**config.mk**
```make
export PLATFORM = sky130hd
export DESIGN_NAME = bomba_controle
export DESIGN_NICKNAME = d
export VERILOG_FILES = /design/src/rtl/bomba_controle.sv
export SDC_FILE = /design/constraint.sdc
export NUM_CORES = 1
export LEC_CHECK = 0
export CORE_MARGIN = 2
export CORE_UTILIZATION = 60
export DETAILED_ROUTE_END_ITERATION = 10
export GPL_ROUTABILITY_DRIVEN = 0
export HOLD_SLACK_MARGIN = 0.02
export PLACE_DENSITY = 0.88
export SLEW_MARGIN = 10
export SYNTH_ARGS = -nofsm -noshare
export SYNTH_HDL_FRONTEND = slang
export SYNTH_SLANG_ARGS = --single-unit
```
**constraint.sdc**
```tcl
create_clock -name clk_1Hz -period 7.6 [get_ports clk_1Hz]
set_input_delay 1.52 -clock clk_1Hz [delete_from_list [all_inputs] [get_ports clk_1Hz]]
set_output_delay 1.52 -clock clk_1Hz [all_outputs]
set_load 0.01 [all_outputs]
```
**src/rtl/bomba_controle.sv**
```systemverilog
// bomba_controle: bomb-game master FSM with a BCD seconds countdown and password attempts.
// Optional macro BOMBA_PENALIDADE_EN: wrong attempts also remove PENALIDADE seconds.
module bomba_controle #(
  parameter int          TEMPO_INICIAL = 60,
  parameter logic [3:0]  SENHA         = 4'hA,
  parameter int          MAX_ERROS     = 3,
  parameter int          PENALIDADE    = 5
) (
  input  logic       clk_1Hz,
  input  logic       reset,
  input  logic       armar,
  input  logic       confirmar,
  input  logic [3:0] senha_in,
  output logic [3:0] tempo_dezenas,
  output logic [3:0] tempo_unidades,
  output logic [1:0] erros,
  output logic [1:0] estado,
  output logic       sinalderrota,
  output logic       sinalvitoria
);

  typedef enum logic [1:0] {
    OCIOSO  = 2'b00,
    ARMADA  = 2'b01,
    DERROTA = 2'b10,
    VITORIA = 2'b11
  } estado_t;

  localparam logic [3:0] DEZ_INI = 4'(TEMPO_INICIAL / 10);
  localparam logic [3:0] UNI_INI = 4'(TEMPO_INICIAL % 10);
  localparam logic [1:0] ERROS_LIM = 2'(MAX_ERROS);

`ifdef BOMBA_PENALIDADE_EN
  localparam logic [6:0] DEC_ERRO = 7'(1 + PENALIDADE);
`else
  localparam logic [6:0] DEC_ERRO = 7'd1;
`endif

  estado_t    estado_q;
  logic       confirmar_ant;
  logic       tentativa;
  logic       senha_ok;
  logic [6:0] tempo_bin;
  logic [6:0] tempo_menos1;
  logic [6:0] tempo_erro;
  logic [1:0] erros_novo;

  // Subtraction goes through binary so a multi-second penalty borrows correctly.
  function automatic logic [6:0] sub_sat(input logic [6:0] t, input logic [6:0] d);
    return (t > d) ? (t - d) : 7'd0;
  endfunction

  assign tentativa    = confirmar & ~confirmar_ant;
  assign senha_ok     = (senha_in == SENHA);
  assign tempo_bin    = ({3'b000, tempo_dezenas} * 7'd10) + {3'b000, tempo_unidades};
  assign tempo_menos1 = sub_sat(tempo_bin, 7'd1);
  assign tempo_erro   = sub_sat(tempo_bin, DEC_ERRO);
  assign erros_novo   = erros + 2'd1;
  assign estado       = estado_q;

  always_ff @(posedge clk_1Hz) begin
    if (reset) begin
      estado_q       <= OCIOSO;
      tempo_dezenas  <= DEZ_INI;
      tempo_unidades <= UNI_INI;
      erros          <= 2'd0;
      sinalderrota   <= 1'b0;
      sinalvitoria   <= 1'b0;
      confirmar_ant  <= 1'b0;
    end else begin
      confirmar_ant <= confirmar;
      case (estado_q)
        OCIOSO: begin
          tempo_dezenas  <= DEZ_INI;
          tempo_unidades <= UNI_INI;
          erros          <= 2'd0;
          if (armar) estado_q <= ARMADA;
        end
        ARMADA: begin
          if (tentativa && senha_ok) begin
            estado_q     <= VITORIA;
            sinalvitoria <= 1'b1;
          end else if (tentativa) begin
            erros          <= erros_novo;
            tempo_dezenas  <= 4'(tempo_erro / 7'd10);
            tempo_unidades <= 4'(tempo_erro % 7'd10);
            if (erros_novo == ERROS_LIM || tempo_erro == 7'd0) begin
              estado_q     <= DERROTA;
              sinalderrota <= 1'b1;
            end
          end else begin
            tempo_dezenas  <= 4'(tempo_menos1 / 7'd10);
            tempo_unidades <= 4'(tempo_menos1 % 7'd10);
            if (tempo_menos1 == 7'd0) begin
              estado_q     <= DERROTA;
              sinalderrota <= 1'b1;
            end
          end
        end
        default: ;  // terminal states hold until reset
      endcase
    end
  end

endmodule

```
==> out/qor.log <==
qor: detailed_routing.wl_met3 216 µm
qor: timing.setup-violations-final 0
qor: logic_synthesis.syn_avg_cell_area 7.86 µm²
qor: placement.port-buffer-count 21
qor: worst_setup_path.worstSetupStartpoint tempo_dezenas[1]$_SDFFE_PP1P_
qor: worst_setup_path.cp_data_arrival_time 5110 ps
qor: cts.clk_root_buffer_cell clkbuf_4
qor: logic_synthesis.post-synth-top-area-cell dfxtp_1
qor: logic_synthesis.synthTopCellsByArea dfxtp_1 18%, ha_1 7.6%, nor2_1 4.8%
qor: power_and_ir_drop.power.ir.vdd_worst 0.000402 V
qor: timing.finalSetupTns 0 ps
qor: detailed_routing.detail_route.first_pass.iterations 4
qor: logic_synthesis.yosys.cell_types.count 61
qor: logic_synthesis.synth.net_count 229
qor: die.chipWidth 56.3 µm
qor: logic_synthesis.yosys_register_bits 15
qor: layout.multiInputGateArea 1240 µm²
qor: cts.cts_setup_buffers 0
qor: worst_setup_path.critical_path.reg2reg.endpoint tempo_unidades[3]$_SDFFE_PP0P_
qor: cts.clk_latency 280 ps
qor: logic_synthesis.synth.cells.most_frequent 21 x nor2_1, 19 x nand2_1, 15 x a21oi_1, 15 x dfxtp_1, 14 x inv_1
qor: logic_synthesis.yosys_warnings 0
qor: layout.final_cell_count_no_fill 255
qor: placement.post_dp_hpwl 3320 µm
qor: cts.clock_tree.htree_level_count 1
qor: detailed_routing.wl_per_cell 16.2 µm
qor: global_route.vias_in_the_first_global_route 1562
qor: detailed_routing.vias 1628
qor: flow_run.drv.max_cap_violation_count 0
qor: die.floorplan.initialDensity 64.6%
qor: placement.placement.setup.worst_slack 2750 ps
qor: worst_setup_path.worstSetupEndpointType flop
qor: cts.clock_sinks 15
qor: power_and_ir_drop.cellLeakagePower 0.687 nW
qor: die.num_rows 18
qor: timing.finalHoldViolCount 0
qor: timing.rsz0062_at_grt no
qor: die.core_region_area 2540 µm²
qor: cts.number_of_buffers_created_by_cts 3
qor: die.fp.dieH 56.3 µm
qor: timing.timing.slew.headroom 45.3%
qor: detailed_routing.drt_met1_wl 1760 µm
qor: logic_synthesis.post_synth_inst_count 209
qor: cts.clkSlewWorstSetupHoldPaths 80 ps
qor: die.design.die.area 3170 µm²
qor: timing.worst_case_clock_skew 10.9 ps
qor: timing.slew_viol_final 0
qor: detailed_routing.detail_route.drc_violations 0
qor: logic_synthesis.synthArstFlopShare 0%
qor: timing.final_period_minus_worst_setup_slack 4960 ps
qor: placement.numPlacedInstances 251
qor: worst_setup_path.critical_path_class reg -> reg
qor: timing.layout_setup_ws 2640 ps
qor: global_route.grt_start_max_net_pins 18
qor: detailed_routing.detailedRoute.firstIterationViolations 142
qor: placement.dpl_cell_area 1840 µm²
qor: global_route.grt_antenna_before_repair 0
qor: logic_synthesis.post-synth-top-count-cell nor2_1
qor: cts.ctsLongestPathBuffers 2
qor: worst_setup_path.critical_path_endpoint tempo_unidades[3]$_SDFFE_PP0P_
qor: logic_synthesis.synth_flop_cell dfxtp_1
qor: layout.area.sequential 300 µm²
qor: hold_path.min_path_type reg -> reg
qor: layout.filler_cell_count 194
qor: detailed_routing.postRouteWirelength 4130 µm
qor: die.num_io_pins 22
qor: detailed_routing.ant_nets 0
qor: worst_setup_path.setup.worst_path.start_class flop
qor: layout.nets 246
qor: worst_setup_path.timing.rr.start tempo_dezenas[1]$_SDFFE_PP1P_
qor: detailed_routing.dr_wl_met2 2040 µm
qor: logic_synthesis.total_standard_cell_area_after_synthesis 1640 µm²
qor: worst_setup_path.worst-r2r-setup-slack 2640 ps
qor: worst_setup_path.r2r_cells 16
qor: cts.postCtsHoldBufs 0
qor: layout.area_growth 13.6%
qor: timing.transition_time_of_the_tightest_slew_check_pin 817 ps
qor: detailed_routing.dr.max_layer_used met4
qor: detailed_routing.viasPerCell 6.38
qor: outcome.status finished, final reports clean
qor: power_and_ir_drop.p_per_area 480 nW/µm²
qor: cts.post_cts.resized_instances 0
qor: global_route.globalRouteTotalUtil 27.0%
qor: logic_synthesis.synth-edff-count 0
qor: global_route.first_pass_grt_wire_length 6910 µm
qor: timing.min_period_over_period 65.3%
qor: layout.post-route-cell-area 1870 µm²
qor: logic_synthesis.synth-seq-area-share 18.3%
qor: layout.share_of_layout_cells_above_drive_strength_1 9.78%
qor: worst_setup_path.cp_max_fo 11
qor: worst_setup_path.critPathRequiredTime 7740 ps
qor: layout.final_core_util 73.3%
qor: logic_synthesis.yosys.area.top_type_share 18.3%
qor: global_route.overflow_left_after_global_routing 0
qor: layout.antennaDiodeCount 0
qor: cts.clock_tree_from_tritoncts done
qor: timing.maxClockFrequency 201 MHz
==> where the power goes <==
part | internal, mW | switching, mW
clock | 0.0204 | 0.0240
combinational | 0.297 | 0.453
sequential | 0.0891 | 0.0119
==> metrics by stage <==
step	hold WS, ps	power (mW)
floorplan	470	0.691
global placement	436	0.805
detailed placement	445	0.831
CTS	465	0.879
global route	492	0.961
finish	461	0.895
==> sequential cells by signal, summed over array words and instances, names as in the netlist <==
register,cells
estado,2
sinalderrota,1
erros,2
tempo_dezenas,4
sinalvitoria,1
confirmar_ant,1
tempo_unidades,4
==> how the worst min path moves through the flow <==
stage	startpoint	endpoint	depth (start not counted)
floorplan	sinalvitoria$_SDFFE_PP0P_	sinalvitoria$_SDFFE_PP0P_	2
finish	sinalvitoria$_SDFFE_PP0P_	sinalvitoria$_SDFFE_PP0P_	2
detailed placement	sinalvitoria$_SDFFE_PP0P_	sinalvitoria$_SDFFE_PP0P_	2
global route	sinalvitoria$_SDFFE_PP0P_	sinalvitoria$_SDFFE_PP0P_	2
global placement	sinalvitoria$_SDFFE_PP0P_	sinalvitoria$_SDFFE_PP0P_	2
CTS	sinalvitoria$_SDFFE_PP0P_	sinalvitoria$_SDFFE_PP0P_	2
==> final cells by class <==
class	count	area share (%)
inverters	14	2.82
clock buffers	4	1.41
well taps	30	2.01
multi-input cells	171	66.4
repair buffers	21	11.3
flip-flops and latches	15	16.1
==> kinds of logic after synthesis <==
kind of cell	Yosys count	share of synthesized area, %
simple gates	83	27.5
fa+ha+maj	12	10.1
flops	15	18.3
buf+inv	23	6.32
xor+xnor	16	11.5
mux	2	1.22
compound gates	58	25.1
==> per-layer routing <==
metal	vias to the layer above	global-route usage (%)
li1	786	-
met1	773	33.2
met2	55	47.4
met3	14	3.92
met4	0	9.86
met5	-	0
==> cell usage in the layout (no fill, tap or decap), drive strengths merged, types with 2 or more instances in the layout <==
master	n
o21ai	13
dfxtp	15
mux2i	2
a311oi	2
xor2	5
nor3	3
o311ai	2
clkdlybuf4s50	21
o211ai	3
a21oi	15
nor2b	7
clkbuf	4
a31oi	2
and2	3
fa	2
nand4	4
o22ai	4
nand3	7
nand2b	3
nand2	20
nor3b	3
a22oi	3
or2	2
ha	10
inv	14
nor2	22
xnor2	11
or3	3
==> critical path, stage by stage, from the launching register on <==
cell and delay [ps]:
dfxtp_1 360, ha_1 310, ha_1 140, inv_1 50, fa_1 680, nor2b_1 180
a222oi_1 450, a21boi_2 470, xnor2_1 170, o21ai_0 180, a21oi_1 90, or2_2 340
ha_1 310, o311ai_0 410, o311ai_0 240, o21ai_0 360, a21oi_1 110
No activity file was read; power rests on OpenSTA's default activity.
